==> src/rtl/r_burst_controller.sv <==
// r_burst_controller: read-side burst sequencer moving FIFO words into the downstream data register
//   clk, rst            clock and asynchronous active-high reset
//   read_en, burst_len  start request and word count (0 means 1), sampled in IDLE
//   abort               cancel the current burst
//   empty               FIFO status flag
//   ready               consumer accepts the presented word
//   rd_addr, ld, pop    memory read address, register load strobe, entry-removed strobe
//   valid, last, busy   presented-word qualifiers and activity flag
//   underflow           one-cycle pulse when a request meets an empty FIFO
module r_burst_controller #(
  parameter int ADDR_W  = 4,
  parameter int BURST_W = 4
) (
  input  logic               clk,
  input  logic               rst,
  input  logic               read_en,
  input  logic [BURST_W-1:0] burst_len,
  input  logic               abort,
  input  logic               empty,
  input  logic               ready,
  output logic [ADDR_W-1:0]  rd_addr,
  output logic               ld,
  output logic               pop,
  output logic               valid,
  output logic               last,
  output logic               busy,
  output logic               underflow
);
  typedef enum logic [1:0] {IDLE, READ, HOLD, WAIT} state_t;
  state_t state, nxt;
  logic [BURST_W-1:0] remaining;
  logic start, cancel;
  assign start  = state == IDLE && read_en && !empty;
  assign cancel = state != IDLE && abort;
  always_comb begin
    nxt = state;
    unique case (state)
      IDLE:    nxt = start ? READ : IDLE;
      READ:    nxt = HOLD;
      HOLD:    nxt = !ready ? HOLD : (remaining == '0) ? IDLE : empty ? WAIT : READ;
      WAIT:    nxt = empty ? WAIT : READ;
      default: nxt = IDLE;
    endcase
    if (cancel) nxt = IDLE;
  end
  always_ff @(posedge clk or posedge rst) begin
    if (rst) begin
      state     <= IDLE;
      rd_addr   <= '0;
      remaining <= '0;
      underflow <= 1'b0;
    end else begin
      state     <= nxt;
      underflow <= state == IDLE && read_en && empty;
      // the pop in READ always completes, even when the burst is being aborted
      if (state == READ) rd_addr <= rd_addr + ADDR_W'(1);
      if (cancel) remaining <= '0;
      else if (state == READ) remaining <= remaining - BURST_W'(1);
      else if (start) remaining <= (burst_len == '0) ? BURST_W'(1) : burst_len;
    end
  end
  assign ld    = state == READ;
  assign pop   = ld;
  assign valid = state == HOLD;
  assign last  = valid && remaining == '0;
  assign busy  = state != IDLE;
endmodule

==> config.mk <==
export PLATFORM = sky130hd
export DESIGN_NAME = r_burst_controller
export DESIGN_NICKNAME = d
export VERILOG_FILES = /design/src/rtl/r_burst_controller.sv
export SDC_FILE = /design/constraint.sdc
export NUM_CORES = 1
export LEC_CHECK = 0
export CORE_MARGIN = 8
export CORE_UTILIZATION = 45
export CTS_CLUSTER_DIAMETER = 50
export DETAILED_ROUTE_END_ITERATION = 16
export GPL_TIMING_DRIVEN = 1
export MAX_ROUTING_LAYER = met4
export PLACE_DENSITY = 0.77
export SLEW_MARGIN = 20
export SYNTH_ARGS = -nofsm -noshare
export SYNTH_HDL_FRONTEND = slang
export SYNTH_SLANG_ARGS = --single-unit
==> constraint.sdc <==
create_clock -name clk -period 1.5 [get_ports clk]
set_input_delay 0.225 -clock clk [delete_from_list [all_inputs] [get_ports clk]]
set_output_delay 0.225 -clock clk [all_outputs]
set_load 0.05 [all_outputs]
Word-level counts from Yosys, hierarchy flattened
Cells that the tools add are included.

Output and inout port bits: 10. RAM bits: 0. Bits of input ports: 10. Logic and storage cells: 30. Register bits: 11. Latch bits: 0. Memories kept: 0. Memory bits (read-only): 0.

Magnitude comparators: 0. Multiply operators: 0. Add/subtract/negate cells: 2. Bitwise gates (word level): 0. Eq/ne operators: 3. Div/mod/pow operators: 0. Reduce and logical (&&, ||, !) cells: 11. Shifts and indexed selects: 0. Mux-type cells: 10.

Operator list (number): 4-bit two-way mux (4); 4-bit logical NOT (2); 2-bit two-way mux (4); 2-bit one-hot mux with 4 select lines (1); 1-bit logical AND (5); 4-bit by 1-bit adder with 4-bit output, second input constant (1); 2-bit == test, second input constant (2); 4-bit by 1-bit subtractor with 4-bit output, second input constant (1); 3-bit nonzero test (1); 2-bit by 1-bit == test with 1-bit output, second input constant (1); 2-bit logical NOT (1); 2-bit nonzero test (1); 1-bit logical NOT (1); 1-bit two-way mux (1).

Longest topological paths before layout
Word-level depth: 6. Gate-level depth with buffers: 6. Depth with buffers taken out: 6.

Worst setup path before layout
Ideal clock, no wire load.

Kind: register -> output. Start: register state[0]. End: output last. Path slack: -0.549 ns. Stages on the path, launching flop included: 4. Path buffers: 1. Arrival: 1.824 ns. Required time: 1.275 ns. Cell sequence: dfrtp_1 > buf_4 > nor2b_1 > and3_1.

Word-level cells in the longest chain between the ends: 2.

Ends and longest elaborated chain: from (decl) (RTL line 30) `state_t state, nxt;`; from (signal assigned) (RTL line 53) `state <= nxt;`; 2-bit == test (RTL line 64) `assign valid = state == HOLD;`; named net valid (RTL line 24) `output logic valid,`; 1-bit logical AND (RTL line 65) `assign last = valid && remaining == '0;`; to (decl) (RTL line 25) `output logic last,`.

The timed path passes the listed nets, and every way through them passes these cells.

Worst setup path in the final report
Start: register state[0]. End: output last.

Word-level cells in the longest chain between the ends: 2.

Ends and longest elaborated chain (RTL line): 2-bit == test (64); 1-bit logical AND (65).

Every way passes these cells.

==> results.py <==
metrics = {
    "pwr": {
        "leakagePower_nw": 0.435,
        "power_density_nw_per_um2": 1910,
        "power_mw": 1.91,
        "ir_worst_vdd_uv": 898,
    },
    "cells_and_area": {
        "fin_nets": 110,
        "num_antenna_cells": 0,
        "area_growth_pct": 47.0,
        "final_cell_area_um2": 1000,
        "finalNonFillerCells": 112,
        "drive_gt1_share_pct": 29.2,
    },
    "clocking": {
        "clkTransAtPathRegs_ns": 0.07,
        "clock_sinks": 11,
        "hold_buffers": 0,
        "cts-root-buf": "clkbuf_4",
        "numCtsBuffers": 3,
        "cts_tree": "done",
        "max-clock-path-buffers": 2,
        "htree_levels": 1,
        "clk_latency_ns": 0.26,
    },
    "global_routing": {
        "overflow": 0,
        "grt_pass1_wl_um": 2510,
        "grt_max_degree": 12,
        "grt_usage_pct": 11.8,
        "grt_pass1_vias": 612,
        "antenna_found_initial": 0,
    },
    "setup_path": {
        "slowest_delay_ns": 0.49,
        "cp_max_fo": 6,
        "slowest_stage": "dfrtp_2",
        "end_kind": "primary output",
        "arrival_ns": 1.25,
        "required_ns": 1.27,
        "startpoint_type": "register",
        "crit_type": "register to primary output",
        "crit_chain": "nor2b_4, and3_4, buf_12",
    },
    "run_status": {
        "run_status": "completed",
    },
    "sta": {
        "setup_viol": 0,
        "drv_slew": 0,
        "rsz0062_at_grt": "true",
        "hold_viol_final": 0,
        "slew_headroom_pct": 73.4,
        "worst_pin_slew_ns": 0.399,
        "fin_crit_ns": 1.48,
        "fmax_mhz": 678,
        "skew_ns": 0.00462,
        "fin_tns_setup_ns": 0,
        "timing.final.crit_share_pct": 98.4,
    },
    "logic_synthesis": {
        "synth-xor-area-share_pct": 3.85,
        "syn_nets": 85,
        "synthCells": 72,
        "synthAdderAreaFrac_pct": 5.50,
        "syn-cell-area_um2": 682,
        "synth_enable_flop_cells": 0,
        "yosys.area_share.simple_pct": 24.4,
        "async_flop_share_pct": 100,
        "ys_seq_area_share_pct": 40.4,
        "synth-compound-area-share_pct": 12.1,
        "netlist-cell-type-count": 28,
        "muxShareOfSynthArea_pct": 2.94,
        "avgSynthCellArea_um2": 9.47,
        "synthFlopType": "dfrtp_1",
        "synth-seq-cells": 11,
        "yosys_warnings": 0,
        "synth_top_family_by_area": "simple AND/OR/NAND/NOR gates",
    },
    "floorplan": {
        "ios": 20,
        "core.rowCount": 14,
        "die_y_um": 54.9,
        "start_util_pct": 46.3,
        "floorplan.die_area_um2": 3020,
        "die_w_um": 54.9,
        "fp.coreArea_um2": 1470,
    },
    "detailed_routing": {
        "drt-initial-drc-count": 17,
        "wl_um": 1650,
        "wl_per_cell_um": 14.7,
        "drcViolationCount": 0,
        "drt_pass1_iterations": 4,
        "viasPerCell": 5.54,
        "ant_nets": 0,
        "vias": 621,
    },
    "job": {
        "max_cap_violations": 0,
    },
    "placement": {
        "dp_hpwl_um": 1240,
        "portBuffers": 19,
        "gp_congestion": 0.875,
        "placed_area_um2": 945,
        "post-place-cells": 105,
    },
    "worst_hold_path": {
        "hp-class": "primary input to async pin",
    },
}
## stage by stage
| step | hold WS [ns] | setup slack (ns) | util, % |
|---|---|---|---|
| 3_5_place_dp | 0.467 | 0.107 | 64.2 |
| 4_1_cts | 0.256 | -0.0236 | 66.6 |
| 3_3_place_gp | 0.465 | 0.130 | 64.2 |
| 5_1_grt | 0.303 | -0.0207 | 68.1 |
| 2_1_floorplan | 0.0774 | 0.0568 | - |
| 6_report | 0.245 | 0.0243 | 68.1 |
## kinds of logic after synthesis
group	Yosys count
AO/OA/AOI/OAI	14
multiplexers	2
flip-flops	11
XOR/XNOR	3
AND/OR/NAND/NOR	29
buffers and inverters	10
adder cells (fa/ha/maj)	3
## sequential cells by signal (all words and copies together) (netlist names)
signal,flops
rd_addr,4
remaining,4
state,2
underflow,1
## layout by cell type (no fill, tap or decap), types with 2 or more instances in the layout
| cell type | Yosys | final |
|---|---|---|
| nand2_1 | 6 | 6 |
| a21oi_1 | 4 | 4 |
| o22ai_1 | 2 | 2 |
| dfrtp_2 | 0 | 2 |
| mux2i_1 | 2 | 2 |
| nor2b_1 | 3 | 2 |
| nor4_1 | 2 | 2 |
| nand2b_1 | 2 | 2 |
| o21ai_0 | 4 | 4 |
| buf_4 | 2 | 6 |
| clkbuf_4 | 0 | 3 |
| xnor2_1 | 3 | 3 |
| buf_12 | 1 | 8 |
| dfrtp_1 | 11 | 9 |
| nor2_1 | 4 | 3 |
| ha_1 | 3 | 2 |
| clkdlybuf4s50_1 | 0 | 9 |
| nor3_1 | 5 | 5 |
| inv_1 | 5 | 4 |
## synth_stat cells (2+ instances only)
library cell / instances / area share, %
o22ai_1: 2 / 1.8
nor2_1: 4 / 2.2
inv_1: 5 / 2.8
nand2b_1: 2 / 1.8
dfrtp_1: 11 / 40
and3_1: 2 / 1.8
nor4_1: 2 / 1.8
xnor2_1: 3 / 3.9
nor2b_1: 3 / 2.8
nand2_1: 6 / 3.3
mux2i_1: 2 / 2.9
ha_1: 3 / 5.5
buf_4: 2 / 2.2
o21ai_0: 4 / 2.9
nor3_1: 5 / 3.7
a21oi_1: 4 / 2.9
## worst max-delay path: cells and delay by family, from the launching register on
kind | cells | cell delay (ns)
buffers and inverters | 1 | 0.13
flip-flops | 1 | 0.49
AND/OR/NAND/NOR | 2 | 0.37
## final cells by class
type	count	area, µm²
well taps	16	20.0
repair buffers	24	300
inverters	6	27.5
fillers	124	469
flip-flops and latches	11	278
multi-input cells	51	350
clock buffers	4	26.3
## per-layer routing
layer | up-vias | GRT usage (%) | part of all wire (%)
met4 | 0 | 7.20 | 2.4
li1 | 297 | - | -
met3 | 4 | 1.60 | 5.6
met2 | 27 | 19.2 | 47
met1 | 293 | 13.4 | 45
met5 | - | - | 0
## path summary, 6_finish.rpt
path	startpoint	endpoint	slack (ns)	cells past startpoint
worst min register to register	rd_addr[3]$_DFFE_PP0P_	rd_addr[3]$_DFFE_PP0P_	0.47	1
worst min-delay path	rst	remaining[3]$_DFFE_PP0P_	0.25	2
worst max-delay path	state[0]$_DFF_PP0_	last	0.02	3
max in group asynchronous	rst	state[1]$_DFF_PP0_	0.95	2
worst max register to register	state[0]$_DFF_PP0_	state[1]$_DFF_PP0_	0.26	4
min in group clk	rd_addr[3]$_DFFE_PP0P_	rd_addr[3]$_DFFE_PP0P_	0.47	1
## power breakdown
| group | internal (mW) | switching [mW] |
|---|---|---|
| sequential | 0.411 | 0.147 |
| clock | 0.103 | 0.0931 |
| combinational | 0.536 | 0.622 |
## repair_timing
action                                  in CTS  in global routing
pin swaps                                    1                  0
cloned                                       0                  0
endpoints found under the setup margin       4                  3
buffers inserted                             0                  3
resized for setup                            4                  2
(Power assumes the default switching activity.)
